$ cat src/rtl/dkongjr_sync_decoder.sv
// dkongjr_sync_decoder: recovers X/Y/DE, line/frame totals and a lock flag from H/V sync+blank streams
// Ports: I_CLK/RST (async, active-high); I_PIX_CE tick enable; H_SYNCn/V_SYNCn/H_BLANKn/V_BLANKn sampled inputs;
//        O_X/O_Y/O_DE active-area position; O_LINE_START/O_FRAME_START one-clock sync-edge pulses;
//        O_HTOTAL/O_VTOTAL reference totals (valid while O_LOCKED); O_LOCKED timing stable.
// Option: define DKJR_SYNC_TOLERANCE_EN to accept line lengths within +/-1 tick of the reference.
module dkongjr_sync_decoder #(
  parameter int LOCK_FRAMES = 3,
  parameter int HMAX = 2047,
  parameter int VMAX = 1023
) (
  input  logic        I_CLK,
  input  logic        RST,
  input  logic        I_PIX_CE,
  input  logic        H_SYNCn,
  input  logic        V_SYNCn,
  input  logic        H_BLANKn,
  input  logic        V_BLANKn,
  output logic [8:0]  O_X,
  output logic [8:0]  O_Y,
  output logic        O_DE,
  output logic        O_LINE_START,
  output logic        O_FRAME_START,
  output logic [10:0] O_HTOTAL,
  output logic [9:0]  O_VTOTAL,
  output logic        O_LOCKED
);
  typedef enum logic [1:0] {SEARCH, MEASURE, LOCKED} state_t;
  state_t state_q, state_d;
  // sample bit order: {H_SYNCn, V_SYNCn, H_BLANKn, V_BLANKn}
  logic [3:0] s0_q, s0_d, s1_q, s1_d;
  logic [10:0] hcnt_q, hcnt_d, htot_q, htot_d, href_q, href_d;
  logic [9:0] vcnt_q, vcnt_d, vtot_q, vtot_d, vref_q, vref_d;
  logic [8:0] x_q, x_d, y_q, y_d;
  logic [3:0] match_q, match_d;
  logic de_q, de_d, ls_q, ls_d, fs_q, fs_d, bad_q, bad_d;
  logic h_edge, v_edge, hb_fall, wd, h_mis, v_mis, line_err, bad_now;
  logic [10:0] htot_now, htot_last;
  logic [9:0] vtot_now;
  assign h_edge = s1_q[3] & ~s0_q[3];
  assign v_edge = s1_q[2] & ~s0_q[2];
  assign hb_fall = s1_q[1] & ~s0_q[1];
  assign htot_now = hcnt_q + 11'd1;
  assign vtot_now = vcnt_q + 10'd1;
  // a coincident H edge means the line just finished is the freshest measurement
  assign htot_last = h_edge ? htot_now : htot_q;
`ifdef DKJR_SYNC_TOLERANCE_EN
  assign h_mis = ({1'b0, htot_now} > {1'b0, href_q} + 12'd1) || ({1'b0, href_q} > {1'b0, htot_now} + 12'd1);
`else
  assign h_mis = htot_now != href_q;
`endif
  assign v_mis = vtot_now != vref_q;
  assign line_err = h_edge & h_mis;
  assign bad_now = bad_q | line_err;
  assign wd = (hcnt_q == 11'(HMAX)) || (vcnt_q == 10'(VMAX));
  always_comb begin
    s0_d = s0_q;
    s1_d = s1_q;
    hcnt_d = hcnt_q;
    htot_d = htot_q;
    vcnt_d = vcnt_q;
    vtot_d = vtot_q;
    x_d = x_q;
    y_d = y_q;
    de_d = de_q;
    bad_d = bad_q;
    ls_d = 1'b0;
    fs_d = 1'b0;
    state_d = state_q;
    href_d = href_q;
    vref_d = vref_q;
    match_d = match_q;
    if (I_PIX_CE) begin
      s0_d = {H_SYNCn, V_SYNCn, H_BLANKn, V_BLANKn};
      s1_d = s0_q;
      ls_d = h_edge;
      fs_d = v_edge;
      hcnt_d = h_edge ? 11'd0 : (hcnt_q == 11'(HMAX)) ? hcnt_q : htot_now;
      htot_d = h_edge ? htot_now : htot_q;
      vcnt_d = v_edge ? 10'd0 : (h_edge && vcnt_q != 10'(VMAX)) ? vtot_now : vcnt_q;
      vtot_d = v_edge ? vtot_now : vtot_q;
      // first visible pixel (previous sample blanked) is X=0
      x_d = (s0_q[1] & s1_q[1]) ? x_q + 9'd1 : 9'd0;
      y_d = !s0_q[0] ? 9'd0 : hb_fall ? y_q + 9'd1 : y_q;
      de_d = s0_q[1] & s0_q[0];
      bad_d = v_edge ? 1'b0 : bad_now;
      if (wd) begin
        state_d = SEARCH;
        href_d = 11'd0;
        vref_d = 10'd0;
        match_d = 4'd0;
      end else if (state_q == SEARCH) begin
        state_d = v_edge ? MEASURE : SEARCH;
      end else if (state_q == MEASURE && v_edge && !bad_now && !v_mis) begin
        match_d = match_q + 4'd1;
        state_d = (match_q + 4'd1 == 4'(LOCK_FRAMES)) ? LOCKED : MEASURE;
      end else if ((state_q == MEASURE && v_edge) || (state_q == LOCKED && (line_err || (v_edge && v_mis)))) begin
        state_d = MEASURE;
        href_d = htot_last;
        vref_d = v_edge ? vtot_now : vtot_q;
        match_d = 4'd0;
      end
    end
  end
  always_ff @(posedge I_CLK or posedge RST) begin
    if (RST) begin
      state_q <= SEARCH;
      s0_q <= '1;
      s1_q <= '1;
      hcnt_q <= '0;
      htot_q <= '0;
      href_q <= '0;
      vcnt_q <= '0;
      vtot_q <= '0;
      vref_q <= '0;
      x_q <= '0;
      y_q <= '0;
      match_q <= '0;
      de_q <= 1'b0;
      ls_q <= 1'b0;
      fs_q <= 1'b0;
      bad_q <= 1'b0;
    end else begin
      state_q <= state_d;
      s0_q <= s0_d;
      s1_q <= s1_d;
      hcnt_q <= hcnt_d;
      htot_q <= htot_d;
      href_q <= href_d;
      vcnt_q <= vcnt_d;
      vtot_q <= vtot_d;
      vref_q <= vref_d;
      x_q <= x_d;
      y_q <= y_d;
      match_q <= match_d;
      de_q <= de_d;
      ls_q <= ls_d;
      fs_q <= fs_d;
      bad_q <= bad_d;
    end
  end
  assign O_X = x_q;
  assign O_Y = y_q;
  assign O_DE = de_q;
  assign O_LINE_START = ls_q;
  assign O_FRAME_START = fs_q;
  assign O_HTOTAL = href_q;
  assign O_VTOTAL = vref_q;
  assign O_LOCKED = state_q == LOCKED;
endmodule
$ cat config.mk
export PLATFORM = sky130hd
export DESIGN_NAME = dkongjr_sync_decoder
export DESIGN_NICKNAME = d
export VERILOG_FILES = /design/src/rtl/dkongjr_sync_decoder.sv
export SDC_FILE = /design/constraint.sdc
export NUM_CORES = 1
export LEC_CHECK = 0
export ABC_AREA = 0
export CAP_MARGIN = 40
export CORE_MARGIN = 4
export CORE_UTILIZATION = 54
export DETAILED_ROUTE_END_ITERATION = 7
export GPL_TIMING_DRIVEN = 0
export PLACE_DENSITY = 0.87
export SETUP_SLACK_MARGIN = 0.3
export SLEW_MARGIN = 10
export SYNTH_ARGS = -nofsm -noshare
export SYNTH_HDL_FRONTEND = slang
export SYNTH_SLANG_ARGS = --single-unit
$ cat constraint.sdc
create_clock -name I_CLK -period 4.5 [get_ports I_CLK]
set_input_delay 1.35 -clock I_CLK [delete_from_list [all_inputs] [get_ports I_CLK]]
set_output_delay 1.35 -clock I_CLK [all_outputs]
set_load 0.01 [all_outputs]
* After elaboration in Yosys (flattened, before gate mapping)
Index checks and enable logic that the tools add are counted.
** Cells by class
- Reductions and logical operators :: 22
- Equal/unequal tests :: 12
- Multiplexer cells :: 30
- Add/sub/neg operators :: 5
- Bitwise logic cells :: 10
** Operators by type and width (number)
- $mux 11 :: 7
- $mux 10 :: 7
- $mux 9 :: 3
- $add 9x1->9 const B :: 2
- $mux 4 :: 4
- $add 11x1->11 const B :: 1
- $eq 11x11->1 const B :: 1
- $ne 11x11->1 :: 1
- $add 10x1->10 const B :: 1
- $eq 10x10->1 const B :: 1
- $mux 2 :: 5
- $ne 10x10->1 :: 1
- $ne 10x10->1 const B :: 1
- $reduce_and 2->1 :: 4
- $and 1x1->1 :: 6
- $logic_and 1x1->1 :: 6
- $ne 2x2->1 const B :: 3
- $add 4x1->4 const B :: 1
- $eq 4x2->1 const B :: 1
- $mux 1 :: 4
- $reduce_and 4->1 :: 1
- $reduce_bool 2->1 :: 2
- $reduce_bool 4->1 :: 1
- $logic_or 1x1->1 :: 3
- other kinds (9) :: 12
** Word-level totals
- Logic and storage cells :: 95
- Bits of input ports :: 7
- Flip-flop bits (word level) :: 99
- Output and inout port bits :: 43

* Longest topological paths before layout
Gate-level depths: netlist of the first run.
- Depth after elaboration :: 10
- Mapped depth :: 11
- Mapped depth without buffers :: 9

* Least setup slack after synthesis of the first run
OpenSTA, ideal clock, no wires.
- Path type :: register to register
- Start point :: register hcnt_q[0]
- End point :: register match_q[1]
- Data arrival time :: 2579 ps
- Cell stages (with the launch flop) :: 10
- Required time :: 4372 ps
- Clock period less this slack :: 2706 ps
- Path buffers :: 0
- Path slack :: 1794 ps
- Setup time :: 128 ps
- Cell sequence :: dfrtp_1 ha_1 xor2_1 a311oi_1 o311ai_0 a2111o_1 o21ai_4 nor2b_2 o31ai_4 mux2_1
** Between the ends
- Cells in the longest elaborated chain, start to end :: 10
** Ends and longest elaborated chain
- start, declared :: line 31 : logic [10:0] hcnt_q, hcnt_d, htot_q, htot_d, href_q, href_d;
- start signal, assigned :: line 126 : hcnt_q <= hcnt_d;
- $add 11x1->11 :: line 42 : assign htot_now = hcnt_q + 11'd1;
- $ne 11x11->1 :: line 49 : assign h_mis = htot_now != href_q;
- $and 1x1->1 :: line 52 : assign line_err = h_edge & h_mis;
- $or 1x1->1 :: line 53 : assign bad_now = bad_q | line_err;
- $logic_not 1->1 :: line 93 : end else if (state_q == MEASURE && v_edge && !bad_now && !v_mis) begin
- $logic_and 1x1->1 (2 in a row) :: line 93
- $mux 4 :: line 93
- $mux 4 :: line 91 : end else if (state_q == SEARCH) begin
- $mux 4 :: line 86 : if (wd) begin
- end signal, assigned :: line 134 : match_q <= match_d;
- end, declared :: line 34 : logic [3:0] match_q, match_d;
Several ways; a longest one is shown, not always the timed one. The select of a mux whose other input is x is not followed.
A chain may end at the register's enable or synchronous reset.

* Final worst setup path of the first run
- Start point :: register vcnt_q[1]
- End point :: register vref_q[6] (netlist: O_VTOTAL[6])
** Between the ends
- Cells in the longest elaborated chain, start to end :: 8
** Ends and longest elaborated chain
- start, declared :: line 32 : logic [9:0] vcnt_q, vcnt_d, vtot_q, vtot_d, vref_q, vref_d;
- start signal, assigned :: line 129 : vcnt_q <= vcnt_d;
- $add 10x1->10 :: line 43 : assign vtot_now = vcnt_q + 10'd1;
- $ne 10x10->1 :: line 51 : assign v_mis = vtot_now != vref_q;
- $logic_and 1x1->1 :: line 96 : end else if ((state_q == MEASURE && v_edge) || (state_q == LOCKED && (line_err || (v_edge && v_mis)))) begin
- $logic_or 1x1->1 :: line 96
- $logic_and 1x1->1 :: line 96
- $logic_or 1x1->1 :: line 96
- $reduce_bool 2->1 (no source line)
- $reduce_and 4->1 (no source line)
- end signal, assigned :: line 131 : vref_q <= vref_d;
- end, declared :: line 32
Several ways; a longest one is shown, not always the timed one. The select of a mux whose other input is x is not followed.

==> results of run 1 <==
[cells by family after synthesis]
group                    after synthesis  synth area share
AND/OR/NAND/NOR                      246            0.2100
AO/OA/AOI/OAI                        159            0.1982
flip-flops                            98            0.4391
buffers and inverters                 56           0.04397
XOR/XNOR                              42           0.06808
multiplexers                          14           0.02723
adder cells (fa/ha/maj)                6           0.01339
[worst register-to-register path: cells and delay by family (launching register included)]
| family | cells | cell delay (ns) |
|---|---|---|
| compound gates | 4 | 0.73 |
| xor+xnor | 2 | 0.76 |
| fa+ha+maj | 1 | 0.32 |
| buf+inv | 1 | 0.30 |
| flops | 1 | 0.45 |
| simple gates | 2 | 0.94 |
[per-layer routing]
layer  vias up  routed length [um]
li1       2316                   -
met1      2434                6075
met2       263                6677
met3        24                1104
met4         0                 246
met5         -                   0
[worst paths after layout]
| kind | from | endpoint | slack [ns] | cells past startpoint |
|---|---|---|---|---|
| max | vcnt_q[1]$_DFFE_PP0P_ | O_VTOTAL[6]$_DFFE_PP0P_ | 0.89 | 10 |
| max reg2reg | vcnt_q[1]$_DFFE_PP0P_ | O_VTOTAL[6]$_DFFE_PP0P_ | 0.89 | 10 |
| max in group asynchronous | RST | s1_q[3]$_DFFE_PP1P_ | 2.37 | 3 |
| min | vtot_q[0]$_DFFE_PP0P_ | vtot_q[0]$_DFFE_PP0P_ | 0.49 | 2 |
| min in group asynchronous | RST | hcnt_q[5]$_DFFE_PP0P_ | 1.41 | 2 |
| min reg2reg | vtot_q[0]$_DFFE_PP0P_ | vtot_q[0]$_DFFE_PP0P_ | 0.49 | 2 |
[state kept, by name, summed over array words and instances (netlist names)]
name           flops
match_q            4
s0_q               4
O_FRAME_START      1
state_q            2
htot_q            11
O_HTOTAL          11
bad_q              1
O_Y                9
vcnt_q            10
O_LINE_START       1
s1_q               3
O_VTOTAL          10
O_X                9
O_DE               1
hcnt_q            11
vtot_q            10
[cell usage after synthesis (4+ instances only)]
cell and count:
a21oi_1 32, nor2_1 65, xor2_1 20, mux2_2 9, clkbuf_1 21, buf_2 8, or2_2 5, ha_1 6
dfstp_2 7, nor2b_1 11, o22ai_1 4, and2_1 4, nor3_1 7, xnor2_1 21, nand3_1 19, o22ai_2 20
dfrtp_1 91, mux2i_1 4, nand4_1 19, and3_1 6, inv_1 19, nand2_1 80, o31ai_1 12, o21ai_0 56
or3_1 7, nand2b_1 8
[report_power, final]
| group | internal [uW] | switching [uW] | leakage, uW | total, uW |
|---|---|---|---|---|
| logic | 317 | 400 | 0.00126 | 718 |
| registers | 998 | 114 | 0.00131 | 1110 |
| clock network | 215 | 338 | 0.0000953 | 554 |
[through the flow]
step	area (um^2)	total power [uW]
2_1_floorplan	5605	1579
3_3_place_gp	6262	1791
3_5_place_dp	6292	1831
4_1_cts	6477	2381
5_1_grt	6477	2516
6_report	6477	2384
[cell type report]
class                   count  area (um^2)  share of cell area
flip-flops and latches     98         2461              0.3799
well taps                 133        166.4             0.02569
clock buffers              10        127.6             0.01970
multi-input cells         467         2898              0.4474
clock inverters             6        57.56            0.008885
inverters                  19        73.82             0.01140
repair buffers             50        518.0             0.07997
plain buffers              37        175.2             0.02704
==> impl_metrics.env, run 1 <==
export IMPL_status="complete, no violations"
export IMPL_tightest_slew_ns=0.8021
export IMPL_antenna_found_initial=0
export IMPL_post_cts_buffers=0
export IMPL_nNetsFinal=695
export IMPL_grt_start_max_net_pins=52
export IMPL_numCtsBuffers=9
export IMPL_ios=50
export IMPL_grt_total_usage=0.2448
export IMPL_slowest_delay_ns=0.74
export IMPL_cts_htree_levels=3
export IMPL_dp_slack_ns=0.7904
export IMPL_syn_num_nets=634
export IMPL_finalSetupViolations=0
export IMPL_tns_ns=0
export IMPL_final_cell_mix="91 x dfrtp_1, 80 x nand2_1, 65 x nor2_1"
export IMPL_critPathMaxFanout=10
export IMPL_yosysUniqueCellTypes=66
export IMPL_start_util=0.5631
export IMPL_placed_cells=804
export IMPL_worst_hold_path_type="flip-flop to flip-flop"
export IMPL_fin_crit_sh=0.8028
export IMPL_holdBufCountCts=0
export IMPL_fin_crit_ns=3.613
export IMPL_rsz0062_at_grt="false"
export IMPL_path_common_cell="xor2_1"
export IMPL_fp_row_count=36
export IMPL_grt_overflow=0
export IMPL_first_pass_iters=6
export IMPL_slew_violations=0
export IMPL_timing_hold_ws_ns=0.4906
export IMPL_wl_mm=14.10
export IMPL_dieArea_um2=12070
export IMPL_grt_met2_usage=0.3917
export IMPL_route_detailed_drc=0
export IMPL_cts_root_buf="clkbuf_8"
export IMPL_layout_setup_ws_ns=0.8873
export IMPL_synth_edf_count=0
export IMPL_dp_hpwl_mm=10.04
export IMPL_p_leak_uw=0.002668
export IMPL_tritoncts="done"
export IMPL_top_usage_layer="met2"
export IMPL_yosysWarningCount=0
export IMPL_coreArea_um2=9955
export IMPL_place_congestion=0.9450
export IMPL_port_buffers=49
export IMPL_clk_latency_ns=0.37
export IMPL_die_h_um=109.9
export IMPL_synth_cells=621
export IMPL_fin_skew_ns=0.01261
export IMPL_synthTopCellsByArea="dfrtp_1 41%, nand2_1 5.4%, o21ai_0 5.0%"
export IMPL_arrival_ns=3.87
export IMPL_cts_resized=0
export IMPL_grt_pass1_vias=4699
export IMPL_synth_area_um2=5605
export IMPL_synth_seq_cells=98
export IMPL_diodes=0
export IMPL_ys_seq_area_frac=0.4391
export IMPL_grt_pass1_wl_mm=23.15
export IMPL_worst_path_max_delay_cell="nor4_1"
export IMPL_maxCapViolations=0
export IMPL_clkTransAtPathRegs_ns=0.10
export IMPL_die_width_um=109.9
export IMPL_drt_initial_drc_count=440
export IMPL_cp_required_ns=4.75
export IMPL_drive_gt1_frac=0.1164
export IMPL_syn_to_final_growth_pct=15.56
export IMPL_clockBufferDepth=2
export IMPL_final_common_cell="dfrtp_1"
export IMPL_viasPerCell=6.143
export IMPL_wire_per_inst_um=17.20
export IMPL_syn_area_per_cell_um2=9.026
export IMPL_max_clock_freq_mhz=276.8
export IMPL_grt_use_met1=0.3411
export IMPL_n_fill_cell=808
export IMPL_synth_flop_cell="dfrtp_1"
export IMPL_netlist_area_leader_share=0.4063
export IMPL_end_kind="flip-flop"
export IMPL_p_per_area_nw_per_um2=368.1
export IMPL_irDropWorstVdd_mv=0.1944
export IMPL_cp_top_family="simple AND/OR/NAND/NOR gates"
export IMPL_path_cells="ha_1 > nand3_1 > xor2_1 > xor2_1 > o221ai_1 > nor4_1 > a31oi_1 > o21ai_1 > buf_4 > o22ai_2"
export IMPL_postRouteAntennaNets=0
export IMPL_hold_violations=0
export IMPL_final_core_util=0.6507
export IMPL_critPathBufInv=1
export IMPL_cts_sinks=98
export IMPL_synth_top_area_cell="dfrtp_1"
export IMPL_final_cells=820
export IMPL_critical_path_class="flip-flop to flip-flop"
export IMPL_grt_use_met3=0.03993
export IMPL_worstSetupStartpointType="flip-flop"
export IMPL_async_flop_share=1.000
export IMPL_num_vias=5037
export IMPL_slew_headroom=0.4617
Note: power is estimated with default switching activity, not from simulation.
==> run 2, diff against run 1 <==
clock period = 3.8 ns   (was 4.5 ns; I/O delays follow)
==> run 2 against run 1 <==
  * Die area unchanged
  * Total power up 23%
  * Fmax grew 8.3%
  * Combinational power increased by 19%
  * Clock power rose by 38%
  * Core utilization rose by 0.82 points
  * Wire length is 4.4% higher
  * Flip-flop and latch count unchanged
  * Largest cell class unchanged
  * Cell count grew 0.24%
==> impl_metrics.env, run 2 (synthesized netlist as in run 1, its figures left out) <==
export IMPL_first_pass_iters=5
export IMPL_route_detailed_drc=0
export IMPL_grt_total_usage=0.2565
export IMPL_arrival_ns=3.60
export IMPL_slowest_delay_ns=0.49
export IMPL_worst_hold_path_type="flip-flop to flip-flop"
export IMPL_seq_area_um2=2461
export IMPL_die_width_um=109.9
export IMPL_port_buffers=49
export IMPL_viasPerCell=6.169
export IMPL_path_cells="ha_1 > nand4_1 > or3_1 > o22ai_1 > nor2_1 > nor4_2 > o21ai_2 > o31ai_4 > mux2_1"
export IMPL_rsz0062_at_grt="false"
export IMPL_final_core_util=0.6589
export IMPL_clockBufferDepth=2
export IMPL_drive_gt1_frac=0.1219
export IMPL_grt_overflow=0
export IMPL_final_cell_mix="91 x dfrtp_1, 80 x nand2_1, 65 x nor2_1"
export IMPL_placed_cells=806
export IMPL_status="complete, no violations"
export IMPL_critPathMaxFanout=8
export IMPL_holdBufCountCts=0
export IMPL_cp_top_family="simple AND/OR/NAND/NOR gates"
export IMPL_fin_crit_sh=0.8782
export IMPL_num_vias=5071
export IMPL_drt_initial_drc_count=407
export IMPL_tns_ns=0
export IMPL_tightest_slew_ns=0.8732
export IMPL_final_cells=822
export IMPL_tritoncts="done"
export IMPL_nNetsFinal=697
export IMPL_dp_slack_ns=0.1769
export IMPL_dieArea_um2=12070
export IMPL_numCtsBuffers=9
export IMPL_syn_to_final_growth_pct=17.01
export IMPL_finalSetupViolations=0
export IMPL_diodes=0
export IMPL_post_cts_buffers=0
export IMPL_worstSetupStartpointType="flip-flop"
export IMPL_grt_pass1_wl_mm=24.39
export IMPL_final_common_cell="dfrtp_1"
export IMPL_antenna_found_initial=0
export IMPL_dp_hpwl_mm=10.48
export IMPL_wire_per_inst_um=17.91
export IMPL_grt_pass1_vias=5089
export IMPL_cp_required_ns=4.06
export IMPL_slew_headroom=0.4139
export IMPL_die_h_um=109.9
export IMPL_critical_path_class="flip-flop to flip-flop"
export IMPL_fp_row_count=36
export IMPL_layout_setup_ws_ns=0.4630
export IMPL_maxCapViolations=0
export IMPL_clk_latency_ns=0.37
export IMPL_cts_root_buf="clkbuf_8"
export IMPL_multi_input_area_um2=2908
export IMPL_end_kind="flip-flop"
export IMPL_rrSetupSlack_ns=0.46
export IMPL_wl_mm=14.72
export IMPL_p_leak_uw=0.002700
export IMPL_coreArea_um2=9955
export IMPL_slew_violations=0
export IMPL_cts_sinks=98
export IMPL_p_per_area_nw_per_um2=448.3
export IMPL_ios=50
export IMPL_grt_start_max_net_pins=39
export IMPL_max_clock_freq_mhz=299.7
export IMPL_start_util=0.5631
export IMPL_worst_path_max_delay_cell="or3_1"
export IMPL_postRouteAntennaNets=0
export IMPL_fin_crit_ns=3.337
export IMPL_fin_skew_ns=0.006239
export IMPL_p_total_uw=2940
export IMPL_cts_htree_levels=3
export IMPL_hold_violations=0
export IMPL_place_congestion=0.9234
export IMPL_n_fill_cell=756
export IMPL_clkTransAtPathRegs_ns=0.10
export IMPL_irDropWorstVdd_mv=0.2684
export IMPL_cts_resized=0
export IMPL_critPathBufInv=0
## run 2: changes by cell type in the layout (fill, tap and decap cells not counted), sizes merged
cell	previous run	this run
inv	23	20
buf	17	19
bufinv	0	2
clkinvlp	0	1
## run 2: final timing paths
| kind | start | to | cells past startpoint |
|---|---|---|---|
| worst max-delay path | vcnt_q[1]$_DFFE_PP0P_ | match_q[1]$_DFFE_PP0P_ | 9 |
| worst min-delay path | htot_q[4]$_DFFE_PP0P_ | htot_q[4]$_DFFE_PP0P_ | 2 |
| worst max register to register | vcnt_q[1]$_DFFE_PP0P_ | match_q[1]$_DFFE_PP0P_ | 9 |
| worst min register to register | htot_q[4]$_DFFE_PP0P_ | htot_q[4]$_DFFE_PP0P_ | 2 |
| max in group asynchronous | RST | s1_q[2]$_DFFE_PP1P_ | 4 |
| min in group asynchronous | RST | hcnt_q[7]$_DFFE_PP0P_ | 2 |
## run 2: power breakdown
group	internal (uW)	switching (uW)	leakage [uW]	total (uW)
sequential	1180	139	0.00131	1320
combinational	383	474	0.00128	857
clock	374	388	0.000111	762
total	1940	1000	0.00270	2940
## run 2: layout make-up
type                            count  area share
Inverter                           19     0.01145
Multi-Input combinational cell    467      0.4433
Timing Repair Buffer               52     0.08508
Buffer                             37     0.02671
Clock inverter                      6     0.01335
Tap cell                          133     0.02537
Clock buffer                       10     0.01946
Sequential cell                    98      0.3752
## run 2: tightest hold or removal path: cells and delay by family, from the launching register on
| family | cells | cell delay [ns] |
|---|---|---|
| and+or+nand+nor | 1 | 0.04 |
| DFF | 1 | 0.35 |
| AOI/OAI and AO/OA | 1 | 0.06 |
## run 2: routing by layer
layer | global-route usage | up-vias | part of all wire
li1 | - | 2317 | -
met1 | 0.3286 | 2443 | 0.41
met2 | 0.4250 | 258 | 0.48
met3 | 0.04991 | 53 | 0.077
met4 | 0.1060 | 0 | 0.033
met5 | 0 | - | 0
## run 2: through the flow
stage	cell area (um^2)	hold WS (ns)
global placement	6266	0.4635
detailed placement	6334	0.4707
floorplan	5609	0.4451
CTS	6549	0.4925
finish	6559	0.4926
global route	6559	0.5155
==> run 3, diff against run 2 <==
CORE_UTILIZATION = 58   (was 54)
PLACE_DENSITY = 0.92   (was 0.87)
SKIP_CTS_REPAIR_TIMING = 1   (was not set)
==> run 3 against run 2 <==
  * Sequential power hardly changed
  * Register-to-register slack hardly changed
  * Fmax hardly changed
  * Via count is 0.65% higher
  * Core utilization is 4.1 points higher
  * Sequential share of layout area is 0.16 points higher
  * Global-route usage is 0.83 points higher
  * Clock skew is 0.0089 ns higher
  * Critical path type unchanged
  * Largest cell class unchanged
  * Highest routed layer unchanged
==> impl_metrics.env, run 3 (synthesized netlist as in run 1, its figures left out) <==
export IMPL_status="complete, no violations"
export IMPL_worst_path_max_delay_cell="a2111oi_0"
export IMPL_slew_violations=0
export IMPL_die_width_um=106.3
export IMPL_place_congestion=0.9634
export IMPL_critical_path_class="flip-flop to flip-flop"
export IMPL_dieArea_um2=11300
export IMPL_clk_latency_ns=0.37
export IMPL_path_cells="ha_1 > and3_1 > buf_2 > nor3_1 > a2111oi_0 > nand4_1 > o21ai_4 > nor2b_2 > o21ai_1 > buf_4 > o22ai_2"
export IMPL_finalSetupViolations=0
export IMPL_drive_gt1_frac=0.1230
export IMPL_final_cell_mix="91 x dfrtp_1, 80 x nand2_1, 65 x nor2_1"
export IMPL_power_internal_uw=1876
export IMPL_fin_area_um2=6531
export IMPL_syn_to_final_growth_pct=16.52
export IMPL_max_clock_freq_mhz=299.6
export IMPL_drt_initial_drc_count=472
export IMPL_tritoncts="done"
export IMPL_dpl_instance_area_um2=6301
export IMPL_grt_total_usage=0.2648
export IMPL_route_detailed_drc=0
export IMPL_pwr_share_comb=0.300
export IMPL_slew_headroom=0.4156
export IMPL_antenna_found_initial=0
export IMPL_dp_hpwl_mm=10.40
export IMPL_start_util=0.6009
export IMPL_hold_violations=0
export IMPL_p_switching_uw=1002
export IMPL_pwr_share_clk=0.243
export IMPL_switching_share=0.3482
export IMPL_maxCapViolations=0
export IMPL_numCtsBuffers=9
export IMPL_grt_overflow=0
export IMPL_fin_skew_ns=0.01519
export IMPL_cts_htree_levels=3
export IMPL_cts_sinks=98
export IMPL_cp_required_ns=4.05
export IMPL_clockBufferDepth=2
export IMPL_postRouteAntennaNets=0
export IMPL_p_leak_uw=0.002684
export IMPL_arrival_ns=3.59
export IMPL_ios=50
export IMPL_num_vias=5104
export IMPL_worst_hold_path_type="flip-flop to flip-flop"
export IMPL_coreArea_um2=9328
export IMPL_irDropWorstVdd_mv=0.2694
export IMPL_p_per_area_nw_per_um2=440.6
export IMPL_p_seq_frac=0.457
export IMPL_fin_crit_sh=0.8784
export IMPL_tns_ns=0
export IMPL_cts_root_buf="clkbuf_8"
export IMPL_wl_mm=14.63
export IMPL_grt_start_max_net_pins=40
export IMPL_grt_pass1_wl_mm=24.18
export IMPL_fin_crit_ns=3.338
export IMPL_nNetsFinal=699
export IMPL_viasPerCell=6.224
export IMPL_die_h_um=106.3
export IMPL_worstSetupStartpointType="flip-flop"
export IMPL_fp_row_count=35
export IMPL_grt_pass1_vias=4890
export IMPL_critPathMaxFanout=10
export IMPL_first_pass_iters=6
export IMPL_slowest_delay_ns=0.55
export IMPL_port_buffers=49
export IMPL_clkTransAtPathRegs_ns=0.10
export IMPL_diodes=0
export IMPL_tightest_slew_ns=0.8708
export IMPL_wire_per_inst_um=17.84
export IMPL_end_kind="flip-flop"
export IMPL_final_common_cell="dfrtp_1"
export IMPL_rsz0062_at_grt="false"
## run 3: cell count changes in the layout (fill, tap and decap cells not counted), sizes merged
cell      change
buf           +2
clkinv        -2
clkinvlp      +2
bufinv        -1
inv           +1
## run 3: metrics by stage
stage          cells  hold slack, ns  power, uW    util  worst slack, ns
3_5_place_dp     801          0.4663       2169  0.6755           0.2823
5_1_grt          820          0.5290       3021  0.7002           0.3010
2_1_floorplan    621          0.4451       1870       -            1.094
6_report         820          0.4933       2878  0.7002           0.4620
3_3_place_gp     799          0.4633       2122  0.6712           0.3290
4_1_cts          817          0.4881       2867  0.6971           0.4691
## run 3: path summary, 6_finish.rpt
| kind | start | to | cells after the start | slack (ns) |
|---|---|---|---|---|
| max | hcnt_q[0]$_DFFE_PP0P_ | O_VTOTAL[1]$_DFFE_PP0P_ | 11 | 0.46 |
| min | htot_q[1]$_DFFE_PP0P_ | htot_q[1]$_DFFE_PP0P_ | 2 | 0.49 |
| max reg2reg | hcnt_q[0]$_DFFE_PP0P_ | O_VTOTAL[1]$_DFFE_PP0P_ | 11 | 0.46 |
| min reg2reg | htot_q[1]$_DFFE_PP0P_ | htot_q[1]$_DFFE_PP0P_ | 2 | 0.49 |
| max in group asynchronous | RST | vcnt_q[1]$_DFFE_PP0P_ | 4 | 1.74 |
| min in group asynchronous | RST | O_Y[4]$_DFFE_PP0P_ | 2 | 1.21 |
## run 3: power by group through the flow
stage / Clock [uW] / Combinational [uW] / Sequential [uW]
after floorplan: 0 / 547 / 1320
after global placement: 0 / 801 / 1320
after detailed placement: 0 / 838 / 1330
after CTS: 705 / 849 / 1310
after global routing: 750 / 935 / 1340
final: 699 / 862 / 1320
## run 3: final cells by class
class / count / area (um^2)
Multi-Input combinational cell: 467 / 2904
Timing Repair Buffer: 54 / 553.0
Buffer: 37 / 175.2
Sequential cell: 98 / 2461
Inverter: 19 / 75.07
Fill cell: 686 / 2796
Clock buffer: 10 / 127.6
Clock inverter: 6 / 73.82
Tap cell: 129 / 161.4
## run 3: worst max-delay path, delay by kind of cell (launching register included)
kind | cells | cell delay, ns
AO/OA/AOI/OAI | 4 | 1.29
adder cells (fa/ha/maj) | 1 | 0.30
buffers and inverters | 2 | 0.46
flip-flops | 1 | 0.50
AND/OR/NAND/NOR | 4 | 0.66
## run 3: routing by layer
layer | track usage | share of wire | vias up
met5 | 0 | 0 | -
met4 | 0.1018 | 0.028 | 0
met3 | 0.05161 | 0.083 | 48
met2 | 0.4308 | 0.48 | 302
met1 | 0.3510 | 0.40 | 2433
li1 | - | - | 2321
==> RTL change: new RTL, config.mk and constraints of run 1 <==
Re-encode `state_t` (3 states) as one-hot, 3 bits wide.
--- a/src/rtl/dkongjr_sync_decoder.sv
+++ b/src/rtl/dkongjr_sync_decoder.sv
@@ -24,7 +24,7 @@
   output logic [9:0]  O_VTOTAL,
   output logic        O_LOCKED
 );
-  typedef enum logic [1:0] {SEARCH, MEASURE, LOCKED} state_t;
+  typedef enum logic [2:0] {SEARCH = 3'b001, MEASURE = 3'b010, LOCKED = 3'b100} state_t;
   state_t state_q, state_d;
   // sample bit order: {H_SYNCn, V_SYNCn, H_BLANKn, V_BLANKn}
   logic [3:0] s0_q, s0_d, s1_q, s1_d;
Check against the original RTL: no difference found for any inputs over 4 cycles, from zero or initial values and one cycle with RST high; so few cycles prove little.
==> RTL change against run 1 <==
  * Wire length decreased by 4.6%
  * Non-clock buffer count is 2 lower
  * Sequential cell count is 1 higher
  * Combinational power shrank 24%
  * Design area is 1.8% lower
  * Die area is 2.1% lower
  * Worst setup slack got worse by 0.091 ns
  * Total power fell by 5.1%
  * Area after synthesis decreased by 2.3%
  * Largest power group unchanged
  * Highest routed layer unchanged
==> RTL change: results (changes against run 1) <==
DR vias/cell=6.137 (was 6.143); clk buf depth=2 (unchanged); critical path arrival=3.96 ns (was 3.87 ns); worst vdd ir=0.2952 mV (was 0.1944 mV); I/O Buffers=48 (was 49); clock insertion delay at the later pin of the skew report=0.37 ns (about the same); worst min path class=reg2reg (unchanged); register clock-pin slew on the reported worst setup and hold paths=0.10 ns (about the same); CTS resizes=0 (unchanged); CTS root buffer=clkbuf_8 (unchanged); CP max stage delay=0.49 ns (was 0.74 ns); DRT Pass-1 Iters=5 (was 6); reg-to-reg critical path startpoint=hcnt_q[0] (was vcnt_q[1]); Area contributors post-synth=dfrtp_1, o21ai_0, nand2_1, dfstp_2, a22o_1 (was dfrtp_1, nand2_1, o21ai_0, o22ai_2, nor2_1); nets=668 (was 695); Crit Path Class=reg2reg (unchanged); H-tree levels=3 (unchanged); switching power=0.7066 mW (was 0.8528 mW); syn nets=608 (was 634); largest net degree at the start of global routing=62 (was 52); routability cong.=0.9061 (was 0.9450); M3 GR Usage=3.434% (was 3.993%); # diodes=0 (unchanged); Worst R2R End=O_VTOTAL[8] (was O_VTOTAL[6]); Rel. slew slack=48.84% (was 46.17%); 1st-iter DRT viols=362 (was 440); share of layout cells above drive strength 1=9.091% (was 11.64%); Syn. warnings=0 (unchanged); met1 Track Usage GR=31.39% (was 34.11%); status=complete, no violations (unchanged); Leak=2.653 nW (was 2.668 nW); first-pass GRT wire length=22.30 mm (was 23.15 mm); initial antenna violation count=0 (unchanged); Detail Route Antenna Nets=0 (unchanged); synth cell count leaders=dfrtp_1, nand2_1, o21ai_0, nor2_1, a22o_1 (was dfrtp_1, nand2_1, nor2_1, o21ai_0, a21oi_1); WL/cell=16.96 µm (was 17.20 µm); hold_sp=vtot_q[8] (was vtot_q[0]); post-DP HPWL=9.369 mm (was 10.04 mm); Global Route Usage Sum=23.76% (was 24.48%); Num CTS Buffers=9 (unchanged); Reg2Reg Setup Slack=0.80 ns (was 0.89 ns); Seq/Total Area, Yosys=45.42% (was 43.91%); ys async rst share=100.0% (unchanged); Worst Path Max Fanout=10 (unchanged); Netlist cell types=73 (was 66); vias in the first global route=4707 (was 4699); cell count of the worst reg-to-reg path=12 (was 10); M2 GR Usage=39.32% (was 39.17%); fillers=820 (was 808); CP max stage cell=dfrtp_1 (was nor4_1); number of buffers added for setup after CTS=0 (unchanged); skew final=0.01219 ns (was 0.01261 ns); Area after DPL=6146 µm² (was 6292 µm²)
## RTL change: cell types whose count changed after synthesis, moves of 7 or more
cell            run 1  this run
a21oi_1            32        14
nor2_1             65        35
o21ai_0            56        85
a22o_1              1        23
o22ai_2            20         0
nand4_1            19        12
## RTL change: worst min-delay path by stage
stage,endpoint,depth (start not counted)
after global routing,htot_q[10],2
after floorplan,htot_q[1],2
after global placement,vtot_q[9],2
after CTS,htot_q[10],2
final,vtot_q[8],2
after detailed placement,htot_q[10],2
## RTL change: stage by stage
stage | setup slack [ns] | util (%) | std cells | TNS, ns | hold slack (ns)
2_1_floorplan | 0.5728 | - | 595 | 0 | 0.4492
3_3_place_gp | -0.7963 | 62.36 | 776 | -71.96 | 0.4639
3_5_place_dp | 0.8523 | 62.59 | 777 | 0 | 0.4724
4_1_cts | 0.8278 | 64.79 | 793 | 0 | 0.4940
5_1_grt | 0.6325 | 64.79 | 793 | 0 | 0.5082
6_report | 0.7965 | 64.79 | 793 | 0 | 0.4904
## RTL change: critical path, delay by kind of cell (launching register included)
family	cells	cell delay (ns)
AO/OA/AOI/OAI	3	0.50
adder cells (fa/ha/maj)	1	0.34
buffers and inverters	2	0.30
flip-flops	1	0.49
AND/OR/NAND/NOR	6	1.97
## RTL change: metal layers
layer	up-vias	share of wire, %
li1	2239	-
met2	231	48
met5	-	0
met3	29	6.6
met1	2368	43
met4	0	2.1
## RTL change: kinds of logic after synthesis
group | after synthesis | share of synthesized area (%)
XOR/XNOR | 41 | 6.557
multiplexers | 11 | 2.216
adder cells (fa/ha/maj) | 7 | 1.554
buffers and inverters | 52 | 4.272
flip-flops | 99 | 45.42
AND/OR/NAND/NOR | 227 | 21.84
AO/OA/AOI/OAI | 158 | 18.14
## RTL change: final cells by class
type	instances	share of cell area, %
inverters	16	0.9833
repair buffers	49	7.866
plain buffers	36	2.734
multi-input cells	444	43.30
clock buffers	15	2.930
well taps	133	2.616
flip-flops and latches	99	39.10
clock inverters	1	0.4720
## RTL change: power by group through the flow
stage                     combinational, mW  clock, mW  sequential (mW)
after global placement                0.521          0             1.10
after CTS                             0.545      0.631             1.09
after detailed placement              0.540          0             1.11
after floorplan                       0.346          0             1.10
after global routing                  0.608      0.664             1.11
final                                 0.544      0.626             1.09
